File: config.mk
export PLATFORM = sky130hd
export DESIGN_NAME = dot_matrix_scan
export DESIGN_NICKNAME = d
export VERILOG_FILES = /design/src/rtl/dms_pkg.sv /design/src/rtl/dms_blink.sv /design/src/rtl/dot_matrix_scan.sv
export SDC_FILE = /design/constraint.sdc
export NUM_CORES = 1
export LEC_CHECK = 0
export CAP_MARGIN = 20
export CORE_MARGIN = 2
export CORE_UTILIZATION = 50
export DETAILED_ROUTE_END_ITERATION = 7
export PLACE_DENSITY_LB_ADDON = 0.1
export SLEW_MARGIN = 20
export SYNTH_ARGS = -nofsm -noshare
export SYNTH_HDL_FRONTEND = slang
export SYNTH_SLANG_ARGS = --single-unit
File: constraint.sdc
create_clock -name clk -period 2.3 [get_ports clk]
set_input_delay 0.23 -clock clk [delete_from_list [all_inputs] [get_ports clk]]
set_output_delay 0.23 -clock clk [all_outputs]
set_load 0.05 [all_outputs]
File: src/rtl/dms_pkg.sv
// dms_pkg -- shared constants for the dot-matrix digit scanner.
//   ROW_CNT    : matrix rows (fixed at 8)
//   colour_e   : colour-select constants (green / yellow / red)
//   GLYPH      : 8x8 font for digits 0..7, GLYPH[digit][row], bit 7 = leftmost column
//   colour_of(): digit -> colour select
package dms_pkg;

    localparam int ROW_CNT   = 8;
    localparam int ROW_IDX_W = $clog2(ROW_CNT);

    typedef enum logic [1:0] {
        COL_GREEN  = 2'd0,
        COL_YELLOW = 2'd1,
        COL_RED    = 2'd2
    } colour_e;

    localparam logic [7:0] GLYPH [8][8] = '{
        '{8'h3C, 8'h66, 8'h6E, 8'h76, 8'h66, 8'h66, 8'h3C, 8'h00},  // 0
        '{8'h18, 8'h38, 8'h18, 8'h18, 8'h18, 8'h18, 8'h7E, 8'h00},  // 1
        '{8'h3C, 8'h66, 8'h06, 8'h0C, 8'h30, 8'h60, 8'h7E, 8'h00},  // 2
        '{8'h3C, 8'h66, 8'h06, 8'h1C, 8'h06, 8'h66, 8'h3C, 8'h00},  // 3
        '{8'h0C, 8'h1C, 8'h3C, 8'h6C, 8'h7E, 8'h0C, 8'h0C, 8'h00},  // 4
        '{8'h7E, 8'h60, 8'h7C, 8'h06, 8'h06, 8'h66, 8'h3C, 8'h00},  // 5
        '{8'h3C, 8'h66, 8'h60, 8'h7C, 8'h66, 8'h66, 8'h3C, 8'h00},  // 6
        '{8'h7E, 8'h06, 8'h0C, 8'h18, 8'h30, 8'h30, 8'h30, 8'h00}   // 7
    };

    // Last seconds of the countdown go yellow, zero goes red.
    function automatic colour_e colour_of(input logic [2:0] digit);
        if (digit == 3'd0)      return COL_RED;
        else if (digit <= 3'd2) return COL_YELLOW;
        else                    return COL_GREEN;
    endfunction

endpackage

File: src/rtl/dms_blink.sv
// dms_blink -- half-period counter and blink phase for the zero-digit flash.
//   clk, rst  : clock, async active-high reset
//   restart   : clear counter and force the lit half (digit just reached 0)
//   blink_on  : 1 = lit half, 0 = dark half; resets to 1
module dms_blink #(
    parameter int BLINK_HALF = 250
) (
    input  logic clk,
    input  logic rst,
    input  logic restart,
    output logic blink_on
);

    localparam int CW = (BLINK_HALF > 1) ? $clog2(BLINK_HALF) : 1;

    logic [CW-1:0] cnt;

    always_ff @(posedge clk or posedge rst) begin
        if (rst) begin
            cnt      <= '0;
            blink_on <= 1'b1;
        end else if (restart) begin
            cnt      <= '0;
            blink_on <= 1'b1;
        end else if (cnt == CW'(BLINK_HALF - 1)) begin
            cnt      <= '0;
            blink_on <= ~blink_on;
        end else begin
            cnt <= cnt + 1'b1;
        end
    end

endmodule

File: src/rtl/dot_matrix_scan.sv
// dot_matrix_scan -- row-multiplexed 8x8 bicolour digit display driver.
//   clk, rst    : clock (1 kHz nominal), async active-high reset
//   num[2:0]    : digit to show; sampled once per frame
//   row[7:0]    : one-hot active-low row select, bit k = row k (row 0 on top)
//   colr[7:0]   : red column data, active-high, bit 7 = leftmost
//   colg[7:0]   : green column data, same order
//   frame_start : pulse in the cycle the digit is captured
// Each row slot is a blank cycle followed by a drive cycle; 8 slots per frame.
// Build option DOT_MATRIX_SCAN_BLINK_EN: flash digit 0 with BLINK_HALF-cycle
// half-periods; without it digit 0 is steady red.
module dot_matrix_scan
    import dms_pkg::*;
#(
    parameter int BLINK_HALF = 250,
    parameter int ROW_CNT    = dms_pkg::ROW_CNT
) (
    input  logic       clk,
    input  logic       rst,
    input  logic [2:0] num,
    output logic [7:0] row,
    output logic [7:0] colr,
    output logic [7:0] colg,
    output logic       frame_start
);

    if (ROW_CNT != 8) begin : g_bad_row_cnt
        $error("dot_matrix_scan: ROW_CNT must be 8");
    end
    if (BLINK_HALF < 2) begin : g_bad_blink_half
        $error("dot_matrix_scan: BLINK_HALF must be >= 2");
    end

    typedef enum logic {PH_BLANK = 1'b0, PH_DRIVE = 1'b1} phase_e;

    phase_e                 phase, phase_n;
    logic [ROW_IDX_W-1:0]   row_idx, row_idx_n;
    logic [2:0]             num_q, num_q_n;
    logic [7:0]             row_n, colr_n, colg_n;
    logic                   fs_n;
    logic [7:0]             glyph_row;
    logic                   lit;

`ifdef DOT_MATRIX_SCAN_BLINK_EN
    logic blink_on;
    logic blink_restart;

    // Digit goes nonzero -> zero at this capture: start the flash on a lit half.
    assign blink_restart = (phase == PH_BLANK) && (row_idx == '0) &&
                           (num == 3'd0) && (num_q != 3'd0);

    dms_blink #(.BLINK_HALF(BLINK_HALF)) u_blink (
        .clk      (clk),
        .rst      (rst),
        .restart  (blink_restart),
        .blink_on (blink_on)
    );
`endif

    always_ff @(posedge clk or posedge rst) begin
        if (rst) begin
            phase       <= PH_BLANK;
            row_idx     <= '0;
            num_q       <= 3'd0;
            row         <= 8'hFF;
            colr        <= 8'h00;
            colg        <= 8'h00;
            frame_start <= 1'b0;
        end else begin
            phase       <= phase_n;
            row_idx     <= row_idx_n;
            num_q       <= num_q_n;
            row         <= row_n;
            colr        <= colr_n;
            colg        <= colg_n;
            frame_start <= fs_n;
        end
    end

    // Outputs describe the slot/phase held in state now; they appear after the edge.
    always_comb begin
        phase_n   = phase;
        row_idx_n = row_idx;
        num_q_n   = num_q;
        row_n     = 8'hFF;
        colr_n    = 8'h00;
        colg_n    = 8'h00;
        fs_n      = 1'b0;
        glyph_row = GLYPH[num_q][row_idx];
        lit       = 1'b1;
`ifdef DOT_MATRIX_SCAN_BLINK_EN
        lit       = blink_on || (num_q != 3'd0);
`endif
        case (phase)
            PH_BLANK: begin
                phase_n = PH_DRIVE;
                // Digit only changes at a frame boundary so a frame never tears.
                if (row_idx == '0) begin
                    num_q_n = num;
                    fs_n    = 1'b1;
                end
            end
            default: begin
                phase_n   = PH_BLANK;
                row_idx_n = row_idx + 1'b1;  // 7 -> 0 wraps with the width
                row_n     = ~(8'h01 << row_idx);
                if (lit) begin
                    case (colour_of(num_q))
                        COL_RED:    colr_n = glyph_row;
                        COL_YELLOW: begin
                            colr_n = glyph_row;
                            colg_n = glyph_row;
                        end
                        default:    colg_n = glyph_row;
                    endcase
                end
            end
        endcase
    end

endmodule

**Word level (Yosys, flattened, before mapping)**

Memory sizes are Yosys's and may differ from the RTL's.
Index checks and enable logic that the tools add are counted.

- Shift operators: 1
- Add/sub/neg operators: 1
- Order comparisons: 3
- Bitwise gates (word level): 4
- Reduce and logical (&&, ||, !) cells: 4
- Equal/unequal tests: 2
- Muxes and demuxes: 16

Operators by type and width:

| cell | count |
|---|---|
| $mux 64 | 2 |
| $mux 8 | 7 |
| $bmux 8 s3 | 1 |
| $ge 4x4->1 const B | 2 |
| $not 3->4 | 2 |
| $not 8->8 | 1 |
| $shl 1x3->8 const A | 1 |
| $logic_not 3->1 | 2 |
| $mux 1 | 4 |
| $mux 2 | 2 |
| $add 3x1->3 const B | 1 |
| $le 3x2->1 const B | 1 |
| $eq 2x1->1 const B | 1 |
| $eq 2x2->1 const B | 1 |
| $reduce_and 2->1 | 1 |
| $reduce_or 2->1 | 1 |
| $not 1->1 | 1 |

- ROM bits: 512
- Memories: 1
- Register bits: 32
- Logic and storage cells: 39
- Output and inout port bits: 25
- Input port bits: 5

Memories:

| memory | words | width | read ports | clocked after memory_dff | wr ports | line | text |
|---|---|---|---|---|---|---|---|
| (no name shown) | 8 | 64 | 1 | 0 | 0 | dot_matrix_scan.sv:88 | `glyph_row = GLYPH[num_q][row_idx];` |

**Logic depth before layout (Yosys ltp)**

Gate-level depths: netlist (run 1).

- Depth in word-level cells: 9
- Depth in mapped cells: 8
- Mapped depth without buffers: 7

**Worst setup path before layout (run 1)**

OpenSTA, ideal clock, no wires.

- Path kind: register to register
- Start: reg num_q[1]
- End: reg colr[6]
- Setup slack: 0.422 ns
- Data required time: 2.138 ns
- Clock period less this slack: 1.878 ns
- Setup time: 0.162 ns
- Cell stages (with the launch flop): 6
- Buffers on the path: 1
- Arrival: 1.716 ns
- Cells stage by stage: dfrtp_1 inv_1 ha_1 clkbuf_2 o311ai_0 nor3_1

- Word-level cells in the longest chain between the ends: 9
- Elaborated cells on any way between the ends: 17
- Those cells by class: order compare: 1; eq/ne: 2; mux: 10; bitwise: 1; reduce/logical: 2; memory: 1

RTL lines:

| what | line | text |
|---|---|---|
| start: declaration | dot_matrix_scan.sv:37 | `logic [2:0] num_q, num_q_n;` |
| start signal: assignment | dot_matrix_scan.sv:71 | `num_q <= num_q_n;` |
| $not 3->4 (not written as such) | dot_matrix_scan.sv:88 |  |
| $mem_v2 8x64 | - |  |
| $mux 64 (not written as such) (2 in a row) | dot_matrix_scan.sv:88 |  |
| $bmux 8 s3 | dot_matrix_scan.sv:88 |  |
| $mux 8 (not written as such) (2 in a row) | dot_matrix_scan.sv:88 |  |
| $mux 8 * | dot_matrix_scan.sv:107 | `case (colour_of(num_q))` |
| $mux 8 * | dot_matrix_scan.sv:93 | `case (phase)` |
| via colr_n[6] | dot_matrix_scan.sv:38 | `logic [7:0] row_n, colr_n, colg_n;` |
| end signal: assignment | dot_matrix_scan.sv:73 | `colr <= colr_n;` |
| end: declaration | dot_matrix_scan.sv:21 | `output logic [7:0] colr,` |

The timed path passes the listed nets; every way through them passes the cells marked *. The select of a mux whose other input is x is not followed.
A chain may end at the register's enable or synchronous reset.

**Final worst setup path (run 1)**

Ends and elaborated chain as after synthesis.

==> results of run 1 <==
## per-layer routing
metal / routed length, µm / up-vias / GRT usage (%)
met5: 0 / - / 0
met4: 29 / 0 / 6.08
met3: 184 / 4 / 2.52
met2: 1500 / 53 / 31.0
met1: 1650 / 592 / 29.9
li1: - / 613 / -
## synthesized netlist by cell type (3+ instances only)
cell type | n | share of area (%)
a21oi_1 | 10 | 3.0
nor2_1 | 18 | 4.1
o21ai_0 | 9 | 2.7
nand2b_1 | 3 | 1.1
nor2b_1 | 5 | 1.9
inv_1 | 8 | 1.8
nor3_1 | 3 | 0.91
buf_2 | 3 | 0.91
nand2_1 | 17 | 3.9
dfstp_2 | 8 | 13
mux2i_1 | 4 | 2.4
ha_1 | 13 | 9.9
clkbuf_1 | 3 | 0.68
mux4_2 | 3 | 4.1
a21o_1 | 3 | 1.4
buf_4 | 5 | 2.3
nand3_1 | 4 | 1.2
dfrtp_1 | 20 | 30
## final timing paths
check                           start  slack [ns]  endpoint
hold reg to reg            row_idx[2]        0.66    row[4]
setup / recovery             num_q[1]        0.23   colr[6]
max in group asynchronous         rst        1.76    row[5]
setup reg to reg             num_q[1]        0.23   colr[6]
hold / removal                    rst        0.24   colr[4]
min in group clk               num[1]        0.43  num_q[1]
## layout make-up
type                       instances  area share (%)
clock buffer                       3            1.15
timing repair buffer              31            15.0
clock inverter                     1            1.53
multi-input combinational        121            41.7
inverter                           8            1.53
sequential                        28            36.2
tap                               44            2.80
## state kept, by name, indices dropped and copies added (netlist names)
| signal | count |
|---|---|
| phase | 1 |
| colr | 6 |
| frame_start | 1 |
| row | 8 |
| num_q | 3 |
| colg | 6 |
| row_idx | 3 |
## power by group
| group | switching [mW] | internal, mW | total, mW | leakage, nW |
|---|---|---|---|---|
| sequential | 0.00833 | 0.497 | 0.506 | 0.351 |
| combinational | 0.0659 | 0.0412 | 0.107 | 0.497 |
| clock | 0.150 | 0.176 | 0.326 | 0.0279 |
| total | 0.224 | 0.715 | 0.939 | 0.876 |
## cells by family after synthesis
family / synth area share [%]
other: 0.227
xor gates and xnor gates: 1.06
and+or+nand+nor: 14.3
adders and majority gates: 9.86
buffers and inverters: 7.89
muxes: 7.21
DFF: 43.1
AOI/OAI and AO/OA: 16.3
## critical path, delay by kind of cell (launching register included)
kind / cells / cell delay, ns
buf+inv: 1 / 0.18
compound gates: 2 / 0.26
flops: 1 / 0.51
simple gates: 1 / 0.19
mux: 2 / 0.38
fa+ha+maj: 1 / 0.46
==> flow_summary.json, run 1 <==
{
  "syn_area_um2": 1650,
  "firstDrtPassIters": 4,
  "track_usage_pct": 20.2,
  "synth_cell_types": 42,
  "grt_max_degree": 29,
  "cts_resized": 0,
  "yosysWarnings": 0,
  "cts.sinks": 28,
  "post-cts-setup-buffers": 0,
  "insertedDiodeCount": 0,
  "hold_ws_ns": 0.241,
  "start_util_pct": 53.1,
  "hold_class": "input port to asynchronous set/reset pin",
  "fin_nets": 211,
  "crit_top_cell": "mux2i_1",
  "antenna_found_initial": 0,
  "place_ws_ns": 0.282,
  "syn_area_per_cell_um2": 9.82,
  "die_h_um": 61.4,
  "cts_tree": "built",
  "setup_viol": 0,
  "drt-wirelength-per-cell_um": 14.3,
  "cp_slowest_stage_delay_ns": 0.51,
  "cts.htree.levels": 1,
  "fin_crit_ns": 2.07,
  "wl_mm": 3.37,
  "fillCellCount": 272,
  "final.period_utilization_pct": 89.9,
  "grt_setup_unrepaired": "false",
  "crit_chain": "inv_1, ha_1, mux2i_1, mux2i_1, o2bb2ai_1, a21oi_1, nor3_1",
  "grt_pass1_wl_mm": 5.54,
  "drt_iter0_markers": 41,
  "powerDensity_nw_per_um2": 478,
  "vias_per_cell": 5.35,
  "areaGrowthSynthToFinish_pct": 19.0,
  "synthFlopType": "dfrtp_1",
  "slew_violations": 0,
  "overflow": 0,
  "seq_area_frac_synth_pct": 43.1,
  "maxCapViolations": 0,
  "vdd_drop_max_uv": 239,
  "detail-route-antenna-nets": 0,
  "dieArea_um2": 3770,
  "dp_hpwl_mm": 2.52,
  "status": "completed",
  "rows": 20,
  "drive_gt1_share_pct": 12.0,
  "async_flop_share_pct": 100,
  "relSlewSlack_pct": 61.4,
  "worst_slack_ns": 0.233,
  "synth_edf_count": 0,
  "cts.path.max_buffers": 2,
  "path_max_fanout": 7,
  "drc": 0,
  "design.core.area_um2": 3100,
  "finalHoldViolCount": 0,
  "fmax_mhz": 484,
  "multi_input_area_um2": 820,
  "die_w_um": 61.4,
  "regArea_um2": 711,
  "final_area_um2": 1960,
  "start_kind": "flop",
  "fin_tns_setup_ns": 0,
  "dpl.cell_count": 232,
  "endpoint_kind": "flop",
  "finalPower_mw": 0.939,
  "clk_pin_slew_ns": 0.15,
  "final_cell_mix": "clkdlybuf4s50_1 (25), dfrtp_1 (20), nor2_1 (18), nand2_1 (17), ha_1 (13)",
  "io_pins": 30,
  "critPathRequiredTime_ns": 2.55,
  "vias": 1262,
  "grt_pass1_vias": 1098,
  "finClkSkew_ns": 0.00545,
  "cts_inserted_buffers": 3,
  "worstPathArrival_ns": 2.32,
  "crit_path_top_delay_cell": "dfrtp_1",
  "ys_ff_latch": 28,
  "r2r_cells": 7,
  "crit_type": "flop to flop",
  "cts_hold_repair.buffers": 0,
  "cts_root_buf": "clkbuf_4",
  "p_leak_nw": 0.876,
  "worst_slew_pin_slew_ns": 0.580,
  "portBuffers": 25,
  "instances_no_fill": 236,
  "fin_util_pct": 63.3,
  "layout_commonest_cell": "clkdlybuf4s50_1",
  "place_area_um2": 1910,
  "netlist_instances": 168,
  "gp_congestion": 0.928,
  "clk_latency_ns": 0.33
}
No activity file was read; power rests on OpenSTA's default activity.
==> run 2, diff against run 1 <==
Settings changed: CAP_MARGIN 20 to 10, CTS_CLUSTER_SIZE from default to 20.
==> results of run 2 <==
The final DEF is identical to that of run 1; final timing and power are the same.
